==> src/rtl/cpu_types_pkg.sv <==
// Shared CPU types plus the register scoreboard's depth and counter type.
package cpu_types_pkg;

  // Architectural register select.
  typedef logic [4:0] regbits_t;

  // Scoreboard depth: maximum outstanding register writes in flight.
  localparam int SB_DEPTH = 3;
  localparam int SB_CW    = $clog2(SB_DEPTH + 1);

  // Per-register and total outstanding-write counter.
  typedef logic [SB_CW-1:0] sbcnt_t;

  // Saturation ceiling expressed in counter width.
  localparam sbcnt_t SB_MAX = sbcnt_t'(SB_DEPTH);

  // True when a register select names a tracked register (anything but r0).
  function automatic logic reg_is_tracked(input regbits_t r);
    return (r != 5'd0);
  endfunction

endpackage

==> src/rtl/sb_entry.sv <==
// One scoreboard entry: saturating up/down counter of pending writes to a register.
module sb_entry
  import cpu_types_pkg::*;
(
  input  logic   CLK,
  input  logic   nRST,
  input  logic   i_inc,
  input  logic   i_dec,
  input  logic   i_clr,
  output sbcnt_t o_cnt,
  output logic   o_busy
);

  sbcnt_t r_cnt;

  // Count issued-but-unretired writes; inc and dec together cancel, clr wins over both.
  always_ff @(posedge CLK or negedge nRST) begin
    if (!nRST) begin
      r_cnt <= '0;
    end else if (i_clr) begin
      r_cnt <= '0;
    end else if (i_inc && !i_dec && (r_cnt != SB_MAX)) begin
      r_cnt <= r_cnt + sbcnt_t'(1);
    end else if (i_dec && !i_inc && (r_cnt != '0)) begin
      r_cnt <= r_cnt - sbcnt_t'(1);
    end else begin
      r_cnt <= r_cnt;
    end
  end

  assign o_cnt  = r_cnt;
  assign o_busy = (r_cnt != '0);

endmodule

==> src/rtl/rf_scoreboard.sv <==
// Decode-stage register scoreboard: tracks pending writes per register,
// stalls issue on RAW hazards or a full window, retires on register-file writes.
module rf_scoreboard
  import cpu_types_pkg::*;
(
  input  logic        CLK,
  input  logic        nRST,
  input  logic        issue_valid,
  input  regbits_t    rs,
  input  regbits_t    rt,
  input  logic        rs_used,
  input  logic        rt_used,
  input  regbits_t    rd,
  input  logic        rd_wen,
  output logic        issue_ready,
  input  logic        wb_wen,
  input  regbits_t    wb_sel,
  input  logic        flush,
  output logic [31:0] busy,
  output sbcnt_t      inflight,
  output logic        underflow
);

  sbcnt_t      r_inflight;
  logic        r_underflow;
  sbcnt_t      w_cnt [32];
  logic [31:0] w_busy;
  logic        w_raw;
  logic        w_full;
  logic        w_ready;
  logic        w_inc_any;
  logic        w_ret_req;
  logic        w_ret_ok;
  logic        w_ret_bad;

  // Register 0 is never tracked.
  assign w_cnt[0]  = '0;
  assign w_busy[0] = 1'b0;

  // Hazard detection and issue/retire qualification from registered state.
  always_comb begin
    w_raw     = (rs_used && reg_is_tracked(rs) && w_busy[rs]) ||
                (rt_used && reg_is_tracked(rt) && w_busy[rt]);
    w_full    = rd_wen && reg_is_tracked(rd) && (r_inflight == SB_MAX);
    w_ready   = !(w_raw || w_full);
    w_inc_any = issue_valid && w_ready && rd_wen && reg_is_tracked(rd) && !flush;
    w_ret_req = wb_wen && reg_is_tracked(wb_sel) && !flush;
    w_ret_ok  = w_ret_req && (w_cnt[wb_sel] != '0);
    w_ret_bad = w_ret_req && (w_cnt[wb_sel] == '0);
  end

  genvar g;
  generate
    for (g = 1; g < 32; g++) begin : g_entry
      logic w_inc;
      logic w_dec;
      assign w_inc = w_inc_any && (rd == regbits_t'(g));
      assign w_dec = w_ret_ok && (wb_sel == regbits_t'(g));
      sb_entry u_entry (
        .CLK    (CLK),
        .nRST   (nRST),
        .i_inc  (w_inc),
        .i_dec  (w_dec),
        .i_clr  (flush),
        .o_cnt  (w_cnt[g]),
        .o_busy (w_busy[g])
      );
    end
  endgenerate

  // Total outstanding writes; a same-cycle issue and retire cancel out.
  always_ff @(posedge CLK or negedge nRST) begin
    if (!nRST) begin
      r_inflight <= '0;
    end else if (flush) begin
      r_inflight <= '0;
    end else begin
      case ({w_inc_any, w_ret_ok})
        2'b10:   r_inflight <= r_inflight + sbcnt_t'(1);
        2'b01:   r_inflight <= r_inflight - sbcnt_t'(1);
        default: r_inflight <= r_inflight;
      endcase
    end
  end

  // Sticky error: a retire arrived for a register with nothing outstanding.
  always_ff @(posedge CLK or negedge nRST) begin
    if (!nRST) begin
      r_underflow <= 1'b0;
    end else if (w_ret_bad) begin
      r_underflow <= 1'b1;
    end else begin
      r_underflow <= r_underflow;
    end
  end

  assign issue_ready = w_ready;
  assign busy        = w_busy;
  assign inflight    = r_inflight;
  assign underflow   = r_underflow;

endmodule

==> config.mk <==
export PLATFORM = sky130hd
export DESIGN_NAME = rf_scoreboard
export DESIGN_NICKNAME = d
export VERILOG_FILES = /design/src/rtl/cpu_types_pkg.sv /design/src/rtl/sb_entry.sv /design/src/rtl/rf_scoreboard.sv
export SDC_FILE = /design/constraint.sdc
export NUM_CORES = 1
export LEC_CHECK = 0
export BUFFER_PORTS_ARGS = -buffer_cell sky130_fd_sc_hd__buf_2
export CELL_PAD_IN_SITES_DETAIL_PLACEMENT = 0
export CELL_PAD_IN_SITES_GLOBAL_PLACEMENT = 2
export CORE_ASPECT_RATIO = 0.8
export CORE_MARGIN = 2
export CORE_UTILIZATION = 36
export CTS_CLUSTER_SIZE = 20
export DETAILED_ROUTE_END_ITERATION = 6
export HOLD_SLACK_MARGIN = 0.03
export PLACE_DENSITY_LB_ADDON = 0.1
export REMOVE_ABC_BUFFERS = 1
export SYNTH_ARGS = -nofsm -noshare
export SYNTH_HDL_FRONTEND = slang
export SYNTH_SLANG_ARGS = --single-unit
==> constraint.sdc <==
create_clock -name CLK -period 3.1 [get_ports CLK]
set_input_delay 0.155 -clock CLK [delete_from_list [all_inputs] [get_ports CLK]]
set_output_delay 0.155 -clock CLK [all_outputs]
set_load 0.005 [all_outputs]
==> summary.txt <==
Setup path
  – Crit end category: output pin
  – Worst Path Arrival: 2900 ps
  – Worst R2R End: g_entry[19].u_entry.o_cnt[1]$_DFFE_PN0P_
  – Reg2reg path depth: 10
  – Worst setup SP type: flop
  – R2R Path Start: g_entry[29].u_entry.o_cnt[0]$_DFFE_PN0P_
  – Worst setup path class: reg -> out
  – CP Launch Point: g_entry[22].u_entry.o_cnt[0]$_DFFE_PN0P_
  – Max FO, Critical Path: 11
  – Reg2reg setup slack: 110 ps
  – Req. time, crit path: 2940 ps

CTS
  – Root buf cell: clkbuf_16
  – Worst-Skew Late Latency: 350 ps
  – CTS tree: yes
  – Clk sink count: 65
  – Clock-pin slew on the worst setup and hold paths: 60 ps
  – CTS Buffer Depth: 2
  – Number of H-tree levels: 3
  – CTS buffer count: 9

Finish
  – Most frequent cells in the layout: 91 x buf_4, 62 x buf_2, 60 x dfrtp_1
  – Share of layout cells above drive strength 1: 26.68%
  – Most common cell after layout, fill and taps aside: buf_4
  – Count of nets after finishing: 885
  – Register Area: 1633 um2
  – Filler Cells Inserted: 1,713
  – Final Core Density: 44.03%
  – Finished Layout Cells: 1,082
  – Final Cell Area: 7335 um2
  – Layout area overhead: 19.12%
  – Multi-input gate area: 3891 um2
  – ANT cells: 0

STA
  – Setup TNS: 0 ps
  – Endpoints failing hold: 0
  – F_max: 327.5 MHz
  – Clock skew: 7.749 ps
  – RSZ-0062 raised after global routing: false
  – Part of the cycle the worst path needs: 98.50%
  – Worst slew pin tran: 832.5 ps
  – Final number of setup-violating endpoints: 0
  – Hold WS: 355.0 ps
  – Fin. max-slew vios: 0
  – Final critical-path required period: 3054 ps
  – Worst setup margin: 46.35 ps
  – Rel. slew slack: 44.50%

GRT
  – GR peak layer: met2
  – Vias in the first global route: 6,177
  – Grt total ovfl: 0
  – GRT Total Usage: 27.69%
  – M1 GR Usage: 40.54%
  – GR Util met2: 42.27%
  – Global-route wire length before repair: 37,180 um
  – Initial antenna violation count: 0
  – Met3 global-route usage: 4.962%
  – Largest net degree at the start of global routing: 36

Power
  – Max VDD drop: 238.6 uV
  – Pwr Total: 2.473 mW
  – PwrDens: 337.2 nW/um2
  – LEAKAGE: 3.194 nW

Synth
  – Register area share after synthesis: 26.42%
  – Cells after synthesis: 770
  – Ys async rst share: 100.0%
  – Top cell type's share of synthesized area: 26.42%
  – Simple logic cell fraction of the synthesized area: 31.17%
  – Unique masters post-synth: 85
  – Syn_area_per_cell: 7.996 um2
  – Post-Syn Area: 6157 um2
  – EDFF count, synth: 0
  – Main combinational cell family by area after synthesis: simple AND/OR/NAND/NOR gates
  – Yosys top cell by area: dfrtp_1
  – Yosys warns: 0
  – Post-synthesis compound-gate area fraction: 23.17%
  – Post-Synth XOR/XNOR Area: 2.418%
  – Ranking of synthesized cells by area: dfrtp_1 26%, buf_4 4.1%, nor2_1 3.5%, a21oi_1 3.2%, nor3_1 3.2%
  – Post-synth top flop: dfrtp_1
  – Area share of fa/ha/maj cells after synthesis: 0%
  – Mux cell area share after synthesis: 5.792%
  – Synth Register Bits: 65

Floorplanning
  – Die area: 18,170 um2
  – I/O pins: 64
  – Die X: 150.2 um
  – Die height: 121.0 um
  – Row cnt: 42
  – Initial Util: 36.96%
  – Core region area: 16,660 um2

Detailed routing
  – DR pass1 iterations: 6
  – Post-route ant nets: 0
  – Vias/cell: 6.003
  – Vias: 6,495
  – Routed wire length: 24,560 um
  – WL/cell: 22.70 um
  – Starting DRT DRC Count: 654
  – Post-route DRC: 0

Placement
  – Final GP Congestion: 1.008
  – Post-DP Area: 6943 um2
  – Place WS: -124.3 ps
  – Port Buf Inserts: 62
  – Hpwl dp: 18,930 um
  – Cells after DPL: 1,064

Job
  – Max_cap viols: 0

Min path
  – Worst min-delay path category: in -> reg
  – WHS Path Cells: 4
  – Hold_sp: rd[2]
  – Hold Path End: g_entry[26].u_entry.o_cnt[1]$_DFFE_PN0P_

Status
  – Outcome: finished, final reports clean
-- Yosys cell counts, drive strengths merged, types with 4 or more instances --
master   count
nand2b      22
nand3b       4
o211ai       9
buf         54
and3         6
o2111ai      5
clkbuf      25
xor2         4
nor3        48
o21ai       37
nand4       16
xnor2       13
a21oi       42
o31ai       11
nand2       51
inv         47
a211o        4
nor4        16
or3          8
a2111oi     13
a21o         5
or2         16
or4         24
nor2        58
a211oi      18
and2         9
o21bai       4
nor3b       13
nor2b       13
nand3       18
o21a         4
mux2i       12
mux4         8
o2bb2ai      7
a31oi       12
mux2         4
dfrtp       65
o22ai        4
-- power by group --
part / leakage [nW] / internal, mW / switching [mW]
logic: 2.15 / 0.142 / 0.287
clock network: 0.155 / 0.749 / 0.431
registers: 0.893 / 0.855 / 0.00828
-- registers in the layout, indices dropped and copies added, names as in the netlist --
name / count
underflow: 1
g_entry.u_entry.o_cnt: 62
inflight: 2
-- routing by layer --
| layer | part of all wire [%] | vias up | routed length (um) |
|---|---|---|---|
| li1 | - | 3012 | - |
| met1 | 48 | 3223 | 11770 |
| met2 | 44 | 237 | 10770 |
| met3 | 6.8 | 23 | 1664 |
| met4 | 1.5 | 0 | 358 |
| met5 | 0 | - | 0 |
-- kinds of logic after synthesis --
kind of cell / after synthesis
compound gates: 203
xor+xnor: 17
buf+inv: 127
flops: 65
mux: 24
other cells: 1
simple gates: 333
-- layout make-up --
type,count,share of cell area [%]
inverter,48,2.457
timing repair buffer,155,13.95
sequential,65,22.26
tap,220,3.753
multi-input combinational,578,53.05
clock buffer,12,3.497
clock inverter,4,1.024
-- how the worst max path moves through the flow --
stage          slack [ps]                                        to  depth (start not counted)
6_report               50                               issue_ready                          8
5_1_grt                 2                               issue_ready                          8
4_1_cts                10                               issue_ready                          8
3_5_place_dp         -120  g_entry[25].u_entry.o_cnt[0]$_DFFE_PN0P_                          9
3_3_place_gp          -90  g_entry[25].u_entry.o_cnt[0]$_DFFE_PN0P_                          9
2_1_floorplan         200   g_entry[2].u_entry.o_cnt[0]$_DFFE_PN0P_                          8
-- critical path: stages (launching register included) --
cell and delay, ps:
dfrtp_1 440, nor2_2 120, mux4_1 520, mux4_2 510, or2_1 340, nand3_4 200
buf_4 220, nor2_1 60, buf_2 130
-- timing repair --
action,CTS,global route
pin swaps,1,1
gates resized for setup,5,9
hold endpoints to repair,30,0
buffers inserted,0,1
cloned,0,0
setup endpoints to repair,22,17
hold buffers,1,0
Note: power is estimated with default switching activity, not from simulation.
